### src/rtl/pwm_pkg.sv
// Shared constants and types for the PWM fade controller.
// CSR address map and fade sequencer state encoding.
package pwm_pkg;

  localparam logic [15:0] ADDR_CTRL       = 16'd0;
  localparam logic [15:0] ADDR_DIVISOR    = 16'd2;
  localparam logic [15:0] ADDR_PERIOD     = 16'd4;
  localparam logic [15:0] ADDR_DUTY_CYCLE = 16'd6;

  typedef enum logic [2:0] {
    IDLE,
    W_DIV,
    W_PER,
    W_CTRL,
    W_DUTY,
    WAIT,
    DONE
  } fade_state_t;

endpackage

### src/rtl/pwm_bus_arb.sv
// Host-first 2:1 mux onto the PWM CSR slave bus.
// A stall counter forces one engine grant after HOST_MAX_STALL lost contests.
module pwm_bus_arb #(
  parameter int HOST_MAX_STALL = 4
) (
  input  logic        clk,
  input  logic        reset,
  input  logic        eng_req,
  input  logic [15:0] eng_addr,
  input  logic [15:0] eng_wdata,
  input  logic        host_cs,
  input  logic        host_we,
  input  logic        host_re,
  input  logic [15:0] host_addr,
  input  logic [15:0] host_wdata,
  input  logic [15:0] csr_rdata,
  output logic        csr_cs,
  output logic        csr_we,
  output logic        csr_re,
  output logic [15:0] csr_addr,
  output logic [15:0] csr_wdata,
  output logic [15:0] host_rdata,
  output logic        grant_eng,
  output logic        grant_host
);

  localparam int SW = $clog2(HOST_MAX_STALL + 2);

  logic [SW-1:0] stall;
  logic          limit;

  assign limit      = (int'(stall) >= HOST_MAX_STALL);
  assign grant_eng  = eng_req & (~host_cs | limit);
  assign grant_host = host_cs & ~grant_eng;

  always_comb begin
    csr_cs     = 1'b0;
    csr_we     = 1'b0;
    csr_re     = 1'b0;
    csr_addr   = '0;
    csr_wdata  = '0;
    host_rdata = '0;
    unique case (1'b1)
      grant_eng: begin
        csr_cs    = 1'b1;
        csr_we    = 1'b1;
        csr_addr  = eng_addr;
        csr_wdata = eng_wdata;
      end
      grant_host: begin
        csr_cs     = 1'b1;
        csr_we     = host_we;
        csr_re     = host_re;
        csr_addr   = host_addr;
        csr_wdata  = host_wdata;
        host_rdata = csr_rdata;
      end
      default: ;
    endcase
  end

  always_ff @(posedge clk or posedge reset) begin
    if (reset)
      stall <= '0;
    else if (grant_eng)
      stall <= '0;
    else if (eng_req & host_cs)
      stall <= stall + 1'b1;
  end

endmodule

### src/rtl/pwm_fade_ctrl.sv
// PWM fade sequencer: programs divisor/period/ctrl, then steps duty to a target.
// Optional sticky completion interrupt when PWM_FADE_IRQ_EN is defined.
module pwm_fade_ctrl
  import pwm_pkg::*;
#(
  parameter int HOST_MAX_STALL = 4
) (
  input  logic        clk,
  input  logic        reset,
  input  logic        start,
  input  logic        abort,
  input  logic [15:0] cfg_divisor,
  input  logic [15:0] cfg_period,
  input  logic [7:0]  cfg_ctrl,
  input  logic [15:0] target_duty,
  input  logic [15:0] step,
  input  logic [15:0] interval,
  input  logic        host_cs,
  input  logic        host_we,
  input  logic        host_re,
  input  logic [15:0] host_addr,
  input  logic [15:0] host_wdata,
  output logic [15:0] host_rdata,
  output logic        csr_cs,
  output logic        csr_we,
  output logic        csr_re,
  output logic [15:0] csr_addr,
  output logic [15:0] csr_wdata,
  input  logic [15:0] csr_rdata,
`ifdef PWM_FADE_IRQ_EN
  output logic        irq,
  input  logic        irq_clr,
`endif
  output logic        busy,
  output logic        done,
  output logic [15:0] cur_duty
);

  fade_state_t state, state_n;

  logic [15:0] div_q, per_q, tgt_q, step_q, ivl_q, cnt;
  logic [7:0]  ctrl_q;
  logic [15:0] next_duty, eng_addr, eng_wdata;
  logic [16:0] sum;
  logic        eng_req, grant_eng, grant_host, launch;

  assign launch = (state == IDLE) & start & ~abort;
  assign busy   = (state != IDLE);
  assign done   = (state == DONE) & ~abort;

  // Saturating step toward the target; never overshoots in either direction.
  always_comb begin
    sum = {1'b0, cur_duty} + {1'b0, step_q};
    next_duty = tgt_q;
    if (step_q != 16'd0 && cur_duty != tgt_q) begin
      if (cur_duty < tgt_q)
        next_duty = (sum > {1'b0, tgt_q}) ? tgt_q : sum[15:0];
      else
        next_duty = (step_q >= cur_duty - tgt_q) ?
                    tgt_q : cur_duty - step_q;
    end
  end

  always_comb begin
    eng_req   = 1'b0;
    eng_addr  = '0;
    eng_wdata = '0;
    unique case (state)
      W_DIV: begin
        eng_req   = 1'b1;
        eng_addr  = ADDR_DIVISOR;
        eng_wdata = div_q;
      end
      W_PER: begin
        eng_req   = 1'b1;
        eng_addr  = ADDR_PERIOD;
        eng_wdata = per_q;
      end
      W_CTRL: begin
        eng_req   = 1'b1;
        eng_addr  = ADDR_CTRL;
        eng_wdata = {8'h00, ctrl_q};
      end
      W_DUTY: begin
        eng_req   = 1'b1;
        eng_addr  = ADDR_DUTY_CYCLE;
        eng_wdata = next_duty;
      end
      default: ;
    endcase
    if (abort)
      eng_req = 1'b0;
  end

  always_comb begin
    state_n = state;
    unique case (state)
      IDLE:   if (start) state_n = W_DIV;
      W_DIV:  if (grant_eng) state_n = W_PER;
      W_PER:  if (grant_eng) state_n = W_CTRL;
      W_CTRL: if (grant_eng) state_n = W_DUTY;
      W_DUTY: begin
        if (grant_eng) begin
          if (next_duty == tgt_q)
            state_n = DONE;
          else if (ivl_q == 16'd0)
            state_n = W_DUTY;
          else
            state_n = WAIT;
        end
      end
      WAIT: begin
        if ({1'b0, cnt} + 17'd1 == {1'b0, ivl_q})
          state_n = W_DUTY;
      end
      DONE:    state_n = IDLE;
      default: state_n = IDLE;
    endcase
    if (abort)
      state_n = IDLE;
  end

  always_ff @(posedge clk or posedge reset) begin
    if (reset)
      state <= IDLE;
    else
      state <= state_n;
  end

  always_ff @(posedge clk or posedge reset) begin
    if (reset) begin
      div_q  <= '0;
      per_q  <= '0;
      ctrl_q <= '0;
      tgt_q  <= '0;
      step_q <= '0;
      ivl_q  <= '0;
    end else if (launch) begin
      div_q  <= cfg_divisor;
      per_q  <= cfg_period;
      ctrl_q <= cfg_ctrl;
      tgt_q  <= (target_duty > cfg_period) ?
                cfg_period : target_duty;
      step_q <= step;
      ivl_q  <= interval;
    end
  end

  always_ff @(posedge clk or posedge reset) begin
    if (reset)
      cnt <= '0;
    else if (state == WAIT)
      cnt <= cnt + 16'd1;
    else
      cnt <= '0;
  end

  always_ff @(posedge clk or posedge reset) begin
    if (reset)
      cur_duty <= '0;
    else if (state == W_DUTY && grant_eng)
      cur_duty <= next_duty;
  end

`ifdef PWM_FADE_IRQ_EN
  always_ff @(posedge clk or posedge reset) begin
    if (reset)
      irq <= 1'b0;
    else if (done)
      irq <= 1'b1;
    else if (irq_clr)
      irq <= 1'b0;
  end
`endif

  pwm_bus_arb #(
    .HOST_MAX_STALL(HOST_MAX_STALL)
  ) u_arb (
    .clk        (clk),
    .reset      (reset),
    .eng_req    (eng_req),
    .eng_addr   (eng_addr),
    .eng_wdata  (eng_wdata),
    .host_cs    (host_cs),
    .host_we    (host_we),
    .host_re    (host_re),
    .host_addr  (host_addr),
    .host_wdata (host_wdata),
    .csr_rdata  (csr_rdata),
    .csr_cs     (csr_cs),
    .csr_we     (csr_we),
    .csr_re     (csr_re),
    .csr_addr   (csr_addr),
    .csr_wdata  (csr_wdata),
    .host_rdata (host_rdata),
    .grant_eng  (grant_eng),
    .grant_host (grant_host)
  );

endmodule

### config.mk
export PLATFORM = sky130hd
export DESIGN_NAME = pwm_fade_ctrl
export DESIGN_NICKNAME = d
export VERILOG_FILES = /design/src/rtl/pwm_pkg.sv /design/src/rtl/pwm_bus_arb.sv /design/src/rtl/pwm_fade_ctrl.sv
export SDC_FILE = /design/constraint.sdc
export NUM_CORES = 1
export LEC_CHECK = 0
export CORE_ASPECT_RATIO = 1.4
export CORE_UTILIZATION = 49
export DETAILED_ROUTE_END_ITERATION = 7
export GPL_ROUTABILITY_DRIVEN = 0
export GPL_TIMING_DRIVEN = 0
export PLACE_DENSITY = 0.84
export SLEW_MARGIN = 5
export SYNTH_ARGS = -nofsm -noshare
export SYNTH_HDL_FRONTEND = slang
export SYNTH_SLANG_ARGS = --single-unit
export TNS_END_PERCENT = 100
### constraint.sdc
create_clock -name clk -period 17.41 [get_ports clk]
set_clock_uncertainty 0.1 [all_clocks]
set_input_delay 4.3525 -clock clk [delete_from_list [all_inputs] [get_ports clk]]
set_output_delay 4.3525 -clock clk [all_outputs]
set_load 0.02 [all_outputs]
==> reports/metrics.cfg <==
[outcome]
status=finished clean

[worst_setup_path]
path_cells=clkdlybuf4s50_1, nand2_1, nand2_1, and2_1, clkbuf_1, clkbuf_1, a22oi_1, nand3_1, clkdlybuf4s50_1
cp_slowest_stage_delay_ps=650
cp.buffers_inverters=4
required_ps=12960
worstPathMaxFanout=10
endpoint_kind=output port
cpLargestDelayFamily=buffers and inverters
cp_slowest_cell=clkdlybuf4s50_1
rrSetupSlack_ps=11310
crit_type=input port to output port
cp.arrival_ps=7900
worstSetupStartpointType=input port

[global_routing]
grt_pass1_vias=11010
grt_antenna_before_repair=0
grt_usage_pct=32.97
grt_max_degree=72
overflow=0
grt_pass1_wl_um=56620

[floorplan]
die_area_sq_mm=0.02241
core-area_sq_mm=0.02128
num_rows=63
pin_count=212
initial_utilization_pct=50.20
die_y_um=176.7
chipWidth_um=126.8

[sta]
slew_headroom_pct=27.42
rsz0062_at_grt=no
fin_crit_ps=12360
finalCritPeriodShare_pct=70.97
tightestPinTransition_ps=1061
worst_hold_slack_ps=378.6
fin_ws_ps=5054
hold_violations=0
setup_viol_count_final=0
setup_tns_ps=0
drv_slew=0
fmax_ghz=0.08093

[place]
dp_slack_ps=5104
io_buffer_count=210
dpl.cell_count=1705
hpwlAfterDp_um=28760

[layout]
drive_gt1_share_pct=8.875
final_net_count=1707
stdcell_count=1737
area_delta_synth_final_pct=28.34

[clock_tree]
clkTransAtPathRegs_ps=60
holdBufCountCts=0
cts_root_buf=clkbuf_16
cts.sinks=126
cts_tree=yes
clk_path_buf_depth=2
clk_latency_ps=450
htree_levels=4
cts_buffers=17
post-cts-setup-buffers=0
ctsResizeCount=0

[yosys]
synth_ff_type=dfrtp_1
syn_nets=1476
netlist_area_sq_mm=0.01068
yosys_warnings=0
syn_inst=1233
synth_edf_count=0
synth.distinct_cells=79
async_flop_share_pct=100.0
syn_avg_cell_area_sq_um=8.665
yosysSeqAreaShare_pct=29.51
ys_seq_elements=126

[worst_hold_path]
worstHoldPathType=flop to flop

[route]
vias_per_cell=6.290
wl_um=36950
wl_per_cell_um=21.27
first_iter_violations=1017
num_vias=10930
first_pass_iters=8
drtAntennaViolNets=0
remaining_drc_errors=0

[flow_run]
maxCapViolCount=0

[pwr]
p_leak_uw=0.006144
power.density_mw_per_mm2=201.0
ir_drop_v=0.0001222

## synth_stat cells (37+ instances only)
cell type	count	area, sq um
a21oi_1	64	320.3
nand2_1	117	439.2
ha_1	97	1214
clkbuf_1	48	180.2
nor2_1	85	319.1
mux2_2	63	709.4
and3_1	39	244.0
dfrtp_1	126	3153
xnor2_1	42	367.9
inv_1	80	300.3
o21ai_0	83	415.4
xor2_1	37	324.1
## worst register-to-register path: stages (launching register included)
cell and delay [ps]:
dfrtp_1 410, inv_1 110, ha_1 170, inv_1 50, fa_1 440, a211oi_1 250, nor2_1 100, o21ai_0 150
nand2b_1 110, a21o_1 190, a21oi_1 350, nor2b_1 90, a211oi_1 370, o21bai_1 110, a21oi_1 180, xor2_1 90
ha_1 290, nand4_1 140, o221ai_1 310, a31o_2 200, clkbuf_1 380, nor2_1 240, a32o_1 270, a32o_1 220
nor4b_2 270, and3_1 250, o22ai_1 110
## flip-flops by register name, indices dropped and copies added, names as in the netlist
| register | cells |
|---|---|
| cnt | 16 |
| state | 3 |
| step_q | 16 |
| ctrl_q | 8 |
| ivl_q | 16 |
| per_q | 16 |
| div_q | 16 |
| u_arb.stall | 3 |
| cur_duty | 16 |
| tgt_q | 16 |
## routing by layer
metal | global-route usage, % | share of wire, % | wire length, um
met1 | 35.72 | 35 | 13040
met2 | 57.48 | 50 | 18460
met3 | 6.590 | 7.4 | 2749
met4 | 23.56 | 7.3 | 2701
met5 | 0 | 0 | 0
## stage by stage
step | power (uW) | cell area (sq um) | util, %
floorplan | 1813 | 10680 | -
finish | 2756 | 13710 | 64.43
detailed placement | 2330 | 13160 | 61.82
CTS | 2689 | 13700 | 64.39
global placement | 2271 | 13110 | 61.60
global route | 2922 | 13710 | 64.42
## path summary, 6_finish.rpt
check | startpoint | endpoint | depth (start not counted)
worst max register to register | cur_duty[0] | state[0] | 26
worst min-delay path | per_q[1] | per_q[1] | 2
min in group asynchronous | reset | cnt[14] | 2
worst max-delay path | host_cs | csr_wdata[7] | 9
worst min register to register | per_q[1] | per_q[1] | 2
max in group asynchronous | reset | cur_duty[15] | 3
## where the power goes
group,total (uW),switching (uW),internal [uW],leakage (uW)
sequential,542,135,407,0.00158
clock,344,156,188,0.000255
combinational,1870,1110,762,0.00431
total,2760,1400,1360,0.00614
## layout make-up
class                      instances  area (sq um)
clock inverter                    12         102.6
multi-input combinational        966          6974
buffer                            60         265.3
tap                              260         325.3
sequential                       126          3153
clock buffer                      19         442.9
inverter                          81         309.0
antenna                            1         2.502
fill                            1728          7571
timing repair buffer             212          2137
## cell families after synthesis
logic type | Yosys count | share of synthesized area [%]
flops | 126 | 29.51
mux | 84 | 8.608
compound gates | 325 | 21.04
simple gates | 378 | 17.11
fa+ha+maj | 100 | 11.92
buf+inv | 141 | 5.328
xor+xnor | 79 | 6.476
## layout by cell type, fill, tap and decap left out, types with 8 or more instances in the layout
cell	n
nand2_1	117
clkdlybuf4s50_1	210
o21ai_0	83
and3_1	39
xor2_1	37
ha_1	97
o211ai_1	9
a21oi_1	64
o31ai_1	13
o21a_1	8
nor2b_1	13
nand2b_1	14
nand4_1	20
a211oi_1	11
mux2i_1	21
clkbuf_16	17
nor2_1	85
a21o_1	19
inv_1	79
nor4_1	12
dfrtp_1	126
mux2_2	63
nor3_1	26
clkbuf_1	49
xnor2_1	42
nand3_1	22
a31oi_1	8
No activity file was read; power rests on OpenSTA's default activity.
